### src/rtl/row_rotate_mcu_if.sv
`default_nettype none
// ============================================================================
// Module   : row_rotate_mcu_if
// Brief    : Host / bank / convolver bus bundle for row_rotate_mcu.
// Revision : 1.0 - initial release
// ============================================================================
interface row_rotate_mcu_if #(
    parameter int N           = 2,
    parameter int K           = 3,
    parameter int BITS_IMAGEN = 11,
    parameter int BITS_ADDR   = 10
);
    localparam int M         = N + K - 1;
    localparam int BITS_DATA = BITS_IMAGEN;
    localparam int BASE_W    = $clog2(M);

    logic                          i_sop;
    logic                          i_eop;
    logic                          i_chblk;
    logic                          i_valid;
    logic                          i_rd;
    logic [BITS_DATA-1:0]          i_Data;
    logic [N*BITS_IMAGEN-1:0]      i_DataConv;
    logic [M*BITS_IMAGEN-1:0]      i_MemData;
    logic [BITS_ADDR-1:0]          i_WAddr;
    logic [BITS_ADDR-1:0]          i_RAddr;
    logic [K*N*BITS_IMAGEN-1:0]    o_DataConv;
    logic [M*BITS_IMAGEN-1:0]      o_MemData;
    logic [M-1:0]                  o_we;
    logic [BITS_DATA-1:0]          o_Data;
    logic [BITS_ADDR-1:0]          o_WAddr;
    logic [BITS_ADDR-1:0]          o_RAddr;
    logic [1:0]                    o_state;
    logic [BASE_W-1:0]             o_base;

    modport slave (
        input  i_sop, i_eop, i_chblk, i_valid, i_rd, i_Data, i_DataConv,
               i_MemData, i_WAddr, i_RAddr,
        output o_DataConv, o_MemData, o_we, o_Data, o_WAddr, o_RAddr,
               o_state, o_base
    );

    modport master (
        output i_sop, i_eop, i_chblk, i_valid, i_rd, i_Data, i_DataConv,
               i_MemData, i_WAddr, i_RAddr,
        input  o_DataConv, o_MemData, o_we, o_Data, o_WAddr, o_RAddr,
               o_state, o_base
    );
endinterface
`default_nettype wire

### src/rtl/row_rotate_mcu.sv
`default_nettype none
// ============================================================================
// Module   : row_rotate_mcu
// Brief    : Rotating row-bank controller feeding N convolver lanes with K taps.
//            Optional macro MCU_OREG_EN registers data/enable/address outputs.
// Revision : 1.0 - initial release
// ============================================================================
module row_rotate_mcu #(
    parameter int N           = 2,
    parameter int K           = 3,
    parameter int BITS_IMAGEN = 11,
    parameter int BITS_ADDR   = 10
) (
    input  logic             clk,
    input  logic             rst,
    row_rotate_mcu_if.slave  bus
);
    localparam int M         = N + K - 1;
    localparam int BITS_DATA = BITS_IMAGEN;
    localparam int BASE_W    = $clog2(M);
    localparam int FILL_W    = $clog2(N + 1);
    localparam int RSEL_W    = (N > 1) ? $clog2(N) : 1;

    localparam logic [BASE_W-1:0] c_LAST_BANK = BASE_W'(M - 1);
    localparam logic [RSEL_W-1:0] c_LAST_LANE = RSEL_W'(N - 1);
    localparam logic [FILL_W-1:0] c_LAST_FILL = FILL_W'(N - 1);
    localparam logic [BASE_W:0]   c_M         = (BASE_W + 1)'(M);
    localparam logic [BASE_W:0]   c_N         = (BASE_W + 1)'(N);

    typedef enum logic [1:0] {
        S_IDLE   = 2'd0,
        S_LOAD   = 2'd1,
        S_RUN    = 2'd2,
        S_REFILL = 2'd3
    } state_t;

    state_t              r_state, w_state_nxt;
    logic [BASE_W-1:0]   r_base,  w_base_nxt;
    logic [BASE_W-1:0]   r_wptr,  w_wptr_nxt;
    logic [FILL_W-1:0]   r_fill,  w_fill_nxt;
    logic [RSEL_W-1:0]   r_rsel,  w_rsel_nxt;
    logic                w_wr_en;
    logic [BASE_W:0]     w_base_sum;
    logic [BASE_W-1:0]   w_wptr_inc;

    logic [K*N*BITS_IMAGEN-1:0] w_taps;
    logic [M*BITS_IMAGEN-1:0]   w_memdata;
    logic [M-1:0]               w_we;
    logic [BITS_DATA-1:0]       w_data;

    always_ff @(posedge clk) begin
        if (rst) begin
            r_state <= S_IDLE;
            r_base  <= '0;
            r_wptr  <= '0;
            r_fill  <= '0;
            r_rsel  <= '0;
        end else begin
            r_state <= w_state_nxt;
            r_base  <= w_base_nxt;
            r_wptr  <= w_wptr_nxt;
            r_fill  <= w_fill_nxt;
            r_rsel  <= w_rsel_nxt;
        end
    end

    always_comb begin
        w_state_nxt = r_state;
        w_base_nxt  = r_base;
        w_wptr_nxt  = r_wptr;
        w_fill_nxt  = r_fill;
        w_wr_en     = 1'b0;
        w_rsel_nxt  = r_rsel;
        if (bus.i_rd)
            w_rsel_nxt = (r_rsel == c_LAST_LANE) ? '0 : r_rsel + RSEL_W'(1);
        w_base_sum  = {1'b0, r_base} + c_N;
        w_wptr_inc  = (r_wptr == c_LAST_BANK) ? '0 : r_wptr + BASE_W'(1);

        // i_eop outranks i_chblk in every state that honours both
        case (r_state)
            S_IDLE: begin
                if (bus.i_sop) begin
                    w_state_nxt = S_LOAD;
                    w_wptr_nxt  = '0;
                end
            end
            S_LOAD: begin
                w_wr_en = bus.i_valid;
                if (bus.i_eop) begin
                    w_state_nxt = S_RUN;
                    w_base_nxt  = '0;
                    w_rsel_nxt  = '0;
                end else if (bus.i_chblk) begin
                    w_wptr_nxt  = w_wptr_inc;
                end
            end
            S_RUN: begin
                if (bus.i_eop) begin
                    w_state_nxt = S_IDLE;
                end else if (bus.i_chblk) begin
                    // The N oldest rows are overwritten in place, starting at the old base
                    w_state_nxt = S_REFILL;
                    w_wptr_nxt  = r_base;
                    w_fill_nxt  = '0;
                    w_base_nxt  = (w_base_sum >= c_M) ? BASE_W'(w_base_sum - c_M)
                                                      : w_base_sum[BASE_W-1:0];
                end
            end
            S_REFILL: begin
                w_wr_en = bus.i_valid;
                if (bus.i_eop) begin
                    w_state_nxt = S_IDLE;
                end else if (bus.i_chblk) begin
                    w_wptr_nxt = w_wptr_inc;
                    w_fill_nxt = r_fill + FILL_W'(1);
                    if (r_fill == c_LAST_FILL) begin
                        w_state_nxt = S_RUN;
                        w_rsel_nxt  = '0;
                    end
                end
            end
            default: w_state_nxt = S_IDLE;
        endcase
    end

    always_comb begin
        w_we = '0;
        for (int b = 0; b < M; b++)
            w_we[b] = w_wr_en && !rst && (r_wptr == BASE_W'(b));
    end

    assign w_memdata = {M{bus.i_Data}};

    always_comb begin
        w_data = '0;
        for (int j = 0; j < N; j++)
            if (r_rsel == RSEL_W'(j))
                w_data = bus.i_DataConv[j*BITS_IMAGEN +: BITS_IMAGEN];
    end

    generate
        for (genvar j = 0; j < N; j++) begin : g_lane
            for (genvar t = 0; t < K; t++) begin : g_tap
                localparam logic [BASE_W:0] c_OFF = (BASE_W + 1)'(j + t);
                logic [BASE_W:0]        w_sum;
                logic [BASE_W:0]        w_bank;
                logic [BITS_IMAGEN-1:0] w_pix;

                // j+t never exceeds M-1, so one conditional subtract suffices
                always_comb begin
                    w_sum  = {1'b0, r_base} + c_OFF;
                    w_bank = (w_sum >= c_M) ? (w_sum - c_M) : w_sum;
                    w_pix  = '0;
                    for (int b = 0; b < M; b++)
                        if (w_bank == (BASE_W + 1)'(b))
                            w_pix = bus.i_MemData[b*BITS_IMAGEN +: BITS_IMAGEN];
                end

                assign w_taps[(j*K + t)*BITS_IMAGEN +: BITS_IMAGEN] = w_pix;
            end
        end
    endgenerate

`ifdef MCU_OREG_EN
    logic [K*N*BITS_IMAGEN-1:0] r_taps;
    logic [M*BITS_IMAGEN-1:0]   r_memdata;
    logic [M-1:0]               r_we;
    logic [BITS_DATA-1:0]       r_data;
    logic [BITS_ADDR-1:0]       r_waddr;
    logic [BITS_ADDR-1:0]       r_raddr;

    always_ff @(posedge clk) begin
        if (rst) begin
            r_taps    <= '0;
            r_memdata <= '0;
            r_we      <= '0;
            r_data    <= '0;
            r_waddr   <= '0;
            r_raddr   <= '0;
        end else begin
            r_taps    <= w_taps;
            r_memdata <= w_memdata;
            r_we      <= w_we;
            r_data    <= w_data;
            r_waddr   <= bus.i_WAddr;
            r_raddr   <= bus.i_RAddr;
        end
    end

    assign bus.o_DataConv = r_taps;
    assign bus.o_MemData  = r_memdata;
    assign bus.o_we       = r_we;
    assign bus.o_Data     = r_data;
    assign bus.o_WAddr    = r_waddr;
    assign bus.o_RAddr    = r_raddr;
`else
    assign bus.o_DataConv = w_taps;
    assign bus.o_MemData  = w_memdata;
    assign bus.o_we       = w_we;
    assign bus.o_Data     = w_data;
    assign bus.o_WAddr    = bus.i_WAddr;
    assign bus.o_RAddr    = bus.i_RAddr;
`endif

    assign bus.o_state = r_state;
    assign bus.o_base  = r_base;

endmodule
`default_nettype wire
### src/flat_wrapper.sv
// flat-port wrapper written by rule: the top's interface ports become plain ports
module row_rotate_mcu_flat 
#(
    parameter int N           = 2,
    parameter int K           = 3,
    parameter int BITS_IMAGEN = 11,
    parameter int BITS_ADDR   = 10
)
  (clk, rst, bus_i_sop, bus_i_eop, bus_i_chblk, bus_i_valid, bus_i_rd, bus_i_Data, bus_i_DataConv, bus_i_MemData, bus_i_WAddr, bus_i_RAddr, bus_o_DataConv, bus_o_MemData, bus_o_we, bus_o_Data, bus_o_WAddr, bus_o_RAddr, bus_o_state, bus_o_base);
  row_rotate_mcu_if #(.N(N), .K(K), .BITS_IMAGEN(BITS_IMAGEN), .BITS_ADDR(BITS_ADDR)) bus_i ();
  input  logic clk;
  input  logic rst;
  input wire logic [$bits(bus_i.i_sop)-1:0] bus_i_sop;
  input wire logic [$bits(bus_i.i_eop)-1:0] bus_i_eop;
  input wire logic [$bits(bus_i.i_chblk)-1:0] bus_i_chblk;
  input wire logic [$bits(bus_i.i_valid)-1:0] bus_i_valid;
  input wire logic [$bits(bus_i.i_rd)-1:0] bus_i_rd;
  input wire logic [$bits(bus_i.i_Data)-1:0] bus_i_Data;
  input wire logic [$bits(bus_i.i_DataConv)-1:0] bus_i_DataConv;
  input wire logic [$bits(bus_i.i_MemData)-1:0] bus_i_MemData;
  input wire logic [$bits(bus_i.i_WAddr)-1:0] bus_i_WAddr;
  input wire logic [$bits(bus_i.i_RAddr)-1:0] bus_i_RAddr;
  output wire logic [$bits(bus_i.o_DataConv)-1:0] bus_o_DataConv;
  output wire logic [$bits(bus_i.o_MemData)-1:0] bus_o_MemData;
  output wire logic [$bits(bus_i.o_we)-1:0] bus_o_we;
  output wire logic [$bits(bus_i.o_Data)-1:0] bus_o_Data;
  output wire logic [$bits(bus_i.o_WAddr)-1:0] bus_o_WAddr;
  output wire logic [$bits(bus_i.o_RAddr)-1:0] bus_o_RAddr;
  output wire logic [$bits(bus_i.o_state)-1:0] bus_o_state;
  output wire logic [$bits(bus_i.o_base)-1:0] bus_o_base;
  assign bus_i.i_sop = bus_i_sop;
  assign bus_i.i_eop = bus_i_eop;
  assign bus_i.i_chblk = bus_i_chblk;
  assign bus_i.i_valid = bus_i_valid;
  assign bus_i.i_rd = bus_i_rd;
  assign bus_i.i_Data = bus_i_Data;
  assign bus_i.i_DataConv = bus_i_DataConv;
  assign bus_i.i_MemData = bus_i_MemData;
  assign bus_i.i_WAddr = bus_i_WAddr;
  assign bus_i.i_RAddr = bus_i_RAddr;
  assign bus_o_DataConv = bus_i.o_DataConv;
  assign bus_o_MemData = bus_i.o_MemData;
  assign bus_o_we = bus_i.o_we;
  assign bus_o_Data = bus_i.o_Data;
  assign bus_o_WAddr = bus_i.o_WAddr;
  assign bus_o_RAddr = bus_i.o_RAddr;
  assign bus_o_state = bus_i.o_state;
  assign bus_o_base = bus_i.o_base;
  row_rotate_mcu #(.N(N), .K(K), .BITS_IMAGEN(BITS_IMAGEN), .BITS_ADDR(BITS_ADDR)) u_core (.clk(clk), .rst(rst), .bus(bus_i));
endmodule
### config.mk
export PLATFORM = sky130hd
export DESIGN_NAME = row_rotate_mcu_flat
export DESIGN_NICKNAME = d
export VERILOG_FILES = /design/src/rtl/row_rotate_mcu_if.sv /design/src/rtl/row_rotate_mcu.sv /design/src/flat_wrapper.sv
export SDC_FILE = /design/constraint.sdc
export NUM_CORES = 1
export LEC_CHECK = 0
export CAP_MARGIN = 5
export CORE_AREA = 10 10 90 92
export CTS_CLUSTER_DIAMETER = 120
export DETAILED_ROUTE_END_ITERATION = 12
export DIE_AREA = 0 0 100 102
export DONT_BUFFER_PORTS = 1
export PLACE_DENSITY = 0.46
export SETUP_SLACK_MARGIN = 0.4
export SYNTH_ARGS = -nofsm -noshare
export SYNTH_HDL_FRONTEND = slang
export SYNTH_SLANG_ARGS = --single-unit
### constraint.sdc
create_clock -name clk -period 2.2 [get_ports clk]
set_input_delay 0.22 -clock clk [delete_from_list [all_inputs] [get_ports clk]]
set_output_delay 0.22 -clock clk [all_outputs]
set_load 0.005 [all_outputs]
==> results.rst <==
.. list-table::
   :header-rows: 1

   * - Metric
     - Value
   * - DR DRC count
     - 0
   * - Crit path max fanout
     - 15
   * - Number of global-route vias before repair
     - between 1000 and 1500
   * - Synth Net Count
     - roughly 320
   * - Leading cell types in the layout, fill and taps excluded
     - mux2_2 (56), nand2_1 (8), dfxtp_1 (7), inv_1 (5), ha_1 (5)
   * - Floorplan row count
     - 29
   * - Final GP Congestion
     - ~0.68
   * - Gate Count Post-Synth
     - about 210
   * - Power Dens Cells
     - between 300 and 400 nW/um^2
   * - Count of port buffers added during placement
     - 0
   * - Number of buffers inserted by hold repair at cts
     - 0
   * - Unrepaired setup endpoints after global routing
     - false
   * - Most frequent standard cell in the layout excluding fill and tap cells
     - mux2_2
   * - Initial core utilization
     - 0.301
   * - IO Pins
     - ~250
   * - Antenna cell count
     - 0
   * - Max cap viols
     - 0
   * - Width of the die
     - around 100 um
   * - Total clock sinks
     - 8
   * - Peak ir drop on the vdd network
     - 0.424 mV
   * - Final Hold Violating Endpoints
     - 0
   * - Detail-routed net length per standard cell
     - approximately 24 um
   * - Fraction of final layout cells sized beyond drive strength 1
     - 0.562
   * - First-pass GRT wire length
     - 7.01 mm
   * - Worst Max-Slew Pin Slew
     - about 550 ps
   * - Setup Skew
     - between 4 and 5 ps
   * - Detailed-route wire length
     - roughly 4.7 mm
   * - Number of instances in the placed design
     - between 150 and 200
   * - Initial drt markers
     - 10
   * - Worst setup SP type
     - flip-flop
   * - Maximum buffer depth of the clock tree
     - 2
   * - Static leakage power
     - between 0.4 and 0.5 nW
   * - Synthesis-stage register bit count
     - 8
   * - Non-filler instance count after layout
     - between 150 and 200
   * - Worst skew pair latency
     - approximately 230 ps
   * - Worst EP arrival
     - roughly 1400 ps
   * - Initial antenna violation count
     - 0
   * - Buffer count from post-CTS setup fixing
     - 0
   * - Worst slew slack as a fraction of its limit
     - 0.634
   * - Placed wire-length estimate after detailed placement
     - about 4.1 mm
   * - TritonCTS clock tree
     - yes
   * - Type of the worst setup path
     - flip-flop to primary output
   * - Crit path capture type
     - primary output
   * - Final setup violation count
     - 0
   * - Via count
     - 1000
   * - Yosys warning total
     - 0
   * - Time the final worst path needs with I/O delays and setup
     - approximately 1600 ps
   * - Number of distinct library cells after synthesis
     - 31
   * - Area growth from synthesis to final layout
     - -30.1%
   * - Detailed-routing iteration count for the pre-antenna-repair pass
     - 2
   * - Register area share after synthesis
     - 0.0848
   * - Max H-tree Level
     - 1
   * - Core outline area
     - 6280 um^2
   * - Fin nets
     - about 230
   * - Cell type contributing the most total cell area after synthesis
     - buf_4
   * - All-layer global routing usage
     - 0.0832
   * - Data required time of the worst path
     - 1980 ps
   * - Sum of negative setup slack
     - 0 ps
   * - Run status
     - completed
   * - DR vias/cell
     - roughly 5.1
   * - Remaining global-route overflow
     - 0
   * - Die Area
     - approximately 10000 um^2
   * - Largest net degree at the start of global routing
     - 45
   * - Number of routed nets with antenna violations
     - 0
   * - Final worst-path cycle share
     - 0.729
   * - Die outline height
     - just over 100 um
   * - Clk Tree Root Cell
     - clkbuf_8
   * - Summed instance area of the synthesized netlist
     - between 1500 and 2000 um^2
   * - Most area-consuming cells after synthesis
     - buf_4 (36%), mux2_2 (33%), dfxtp_1 (8.5%)
   * - Final count of pins violating max slew
     - 0
   * - Max frequency
     - 623 MHz
   * - Hold crit path type
     - input port to flip-flop
   * - Clock buffer count from CTS
     - 3
   * - Clk pin slew, worst setup/hold paths
     - approximately 50 ps
   * - Area share of the largest cell type after synthesis
     - 0.358
   * - Average instance area after synthesis
     - around 8.9 um^2
   * - Final design utilization
     - 0.210
## timing repair
action,4_1_cts,5_1_grt
endpoints found under the setup margin,0,45
gates resized for setup,0,1
endpoints found under the hold margin,0,0
## power breakdown
| part | leakage [nW] | switching [mW] | internal [mW] |
|---|---|---|---|
| sequential | 0.0659 | 0.0240 | 0.154 |
| clock | 0.0216 | 0.0651 | 0.119 |
| combinational | 0.366 | 0.0756 | 0.0869 |
| total | 0.453 | 0.165 | 0.360 |
## critical path: stages, from the launching register on
cell     delay (ps)
dfxtp_1         660
nand2_1         100
nor2_1          200
and2_1          190
## per-layer routing
layer / global-route usage / part of all wire
met3: 0.0776 / 0.23
met4: 0.0185 / 0.010
met5: 0 / 0
met2: 0.139 / 0.47
met1: 0.0729 / 0.29
## through the flow
step                power, mW  area, um^2  hold WS (ps)  worst slack, ps
detailed placement      0.349        1270           290              721
finish                  0.524        1320          45.2              595
floorplan               0.450        1890           406              766
CTS                     0.537        1320          42.1              468
global placement        0.349        1270           287              729
global route            0.564        1320          37.3              447
## state kept, by name (all words and copies together) (netlist names)
name / flops
u_core.r_rsel: 1
u_core.r_fill: 2
u_core.r_wptr: 2
u_core.bus.o_base: 1
u_core.bus.o_state: 2
## worst paths after layout
path	startpoint	to	slack [ps]	depth (start not counted)
min reg2reg	u_core.r_fill[1]	u_core.r_fill[1]	450	2
min	rst	u_core.r_wptr[1]	50	1
max reg2reg	u_core.bus.o_state[1]	u_core.r_fill[0]	830	3
max	u_core.bus.o_state[0]	bus_o_we[3]	600	3
## kinds of logic after synthesis
logic type / after synthesis / share of synthesized area
XOR/XNOR: 1 / 0.00464
AO/OA/AOI/OAI: 14 / 0.0623
adder cells (fa/ha/maj): 5 / 0.0331
AND/OR/NAND/NOR: 27 / 0.0888
buffers and inverters: 101 / 0.390
multiplexers: 56 / 0.334
flip-flops: 8 / 0.0848
other: 1 / 0.00199
## Yosys cell counts (all sizes together)
cell,instances
a2111oi,1
a211oi,4
a21o,1
a21oi,4
and2,4
and2b,1
buf,96
conb,1
dfxtp,8
ha,5
inv,5
mux2,56
nand2,8
nand2b,1
nand3,1
nand3b,1
nor2,4
nor3,1
nor3b,1
nor4,1
nor4b,1
o21a,2
o21ba,1
o22ai,1
or2,1
or3b,2
xnor2,1
## layout make-up
type	instances	area, um^2
Fill cell	697	4960
Clock buffer	3	41.3
Inverter	5	18.8
Multi-Input combinational cell	104	991
Sequential cell	8	161
Timing Repair Buffer	1	11.3
Tap cell	77	96.3
(Power assumes the default switching activity.)
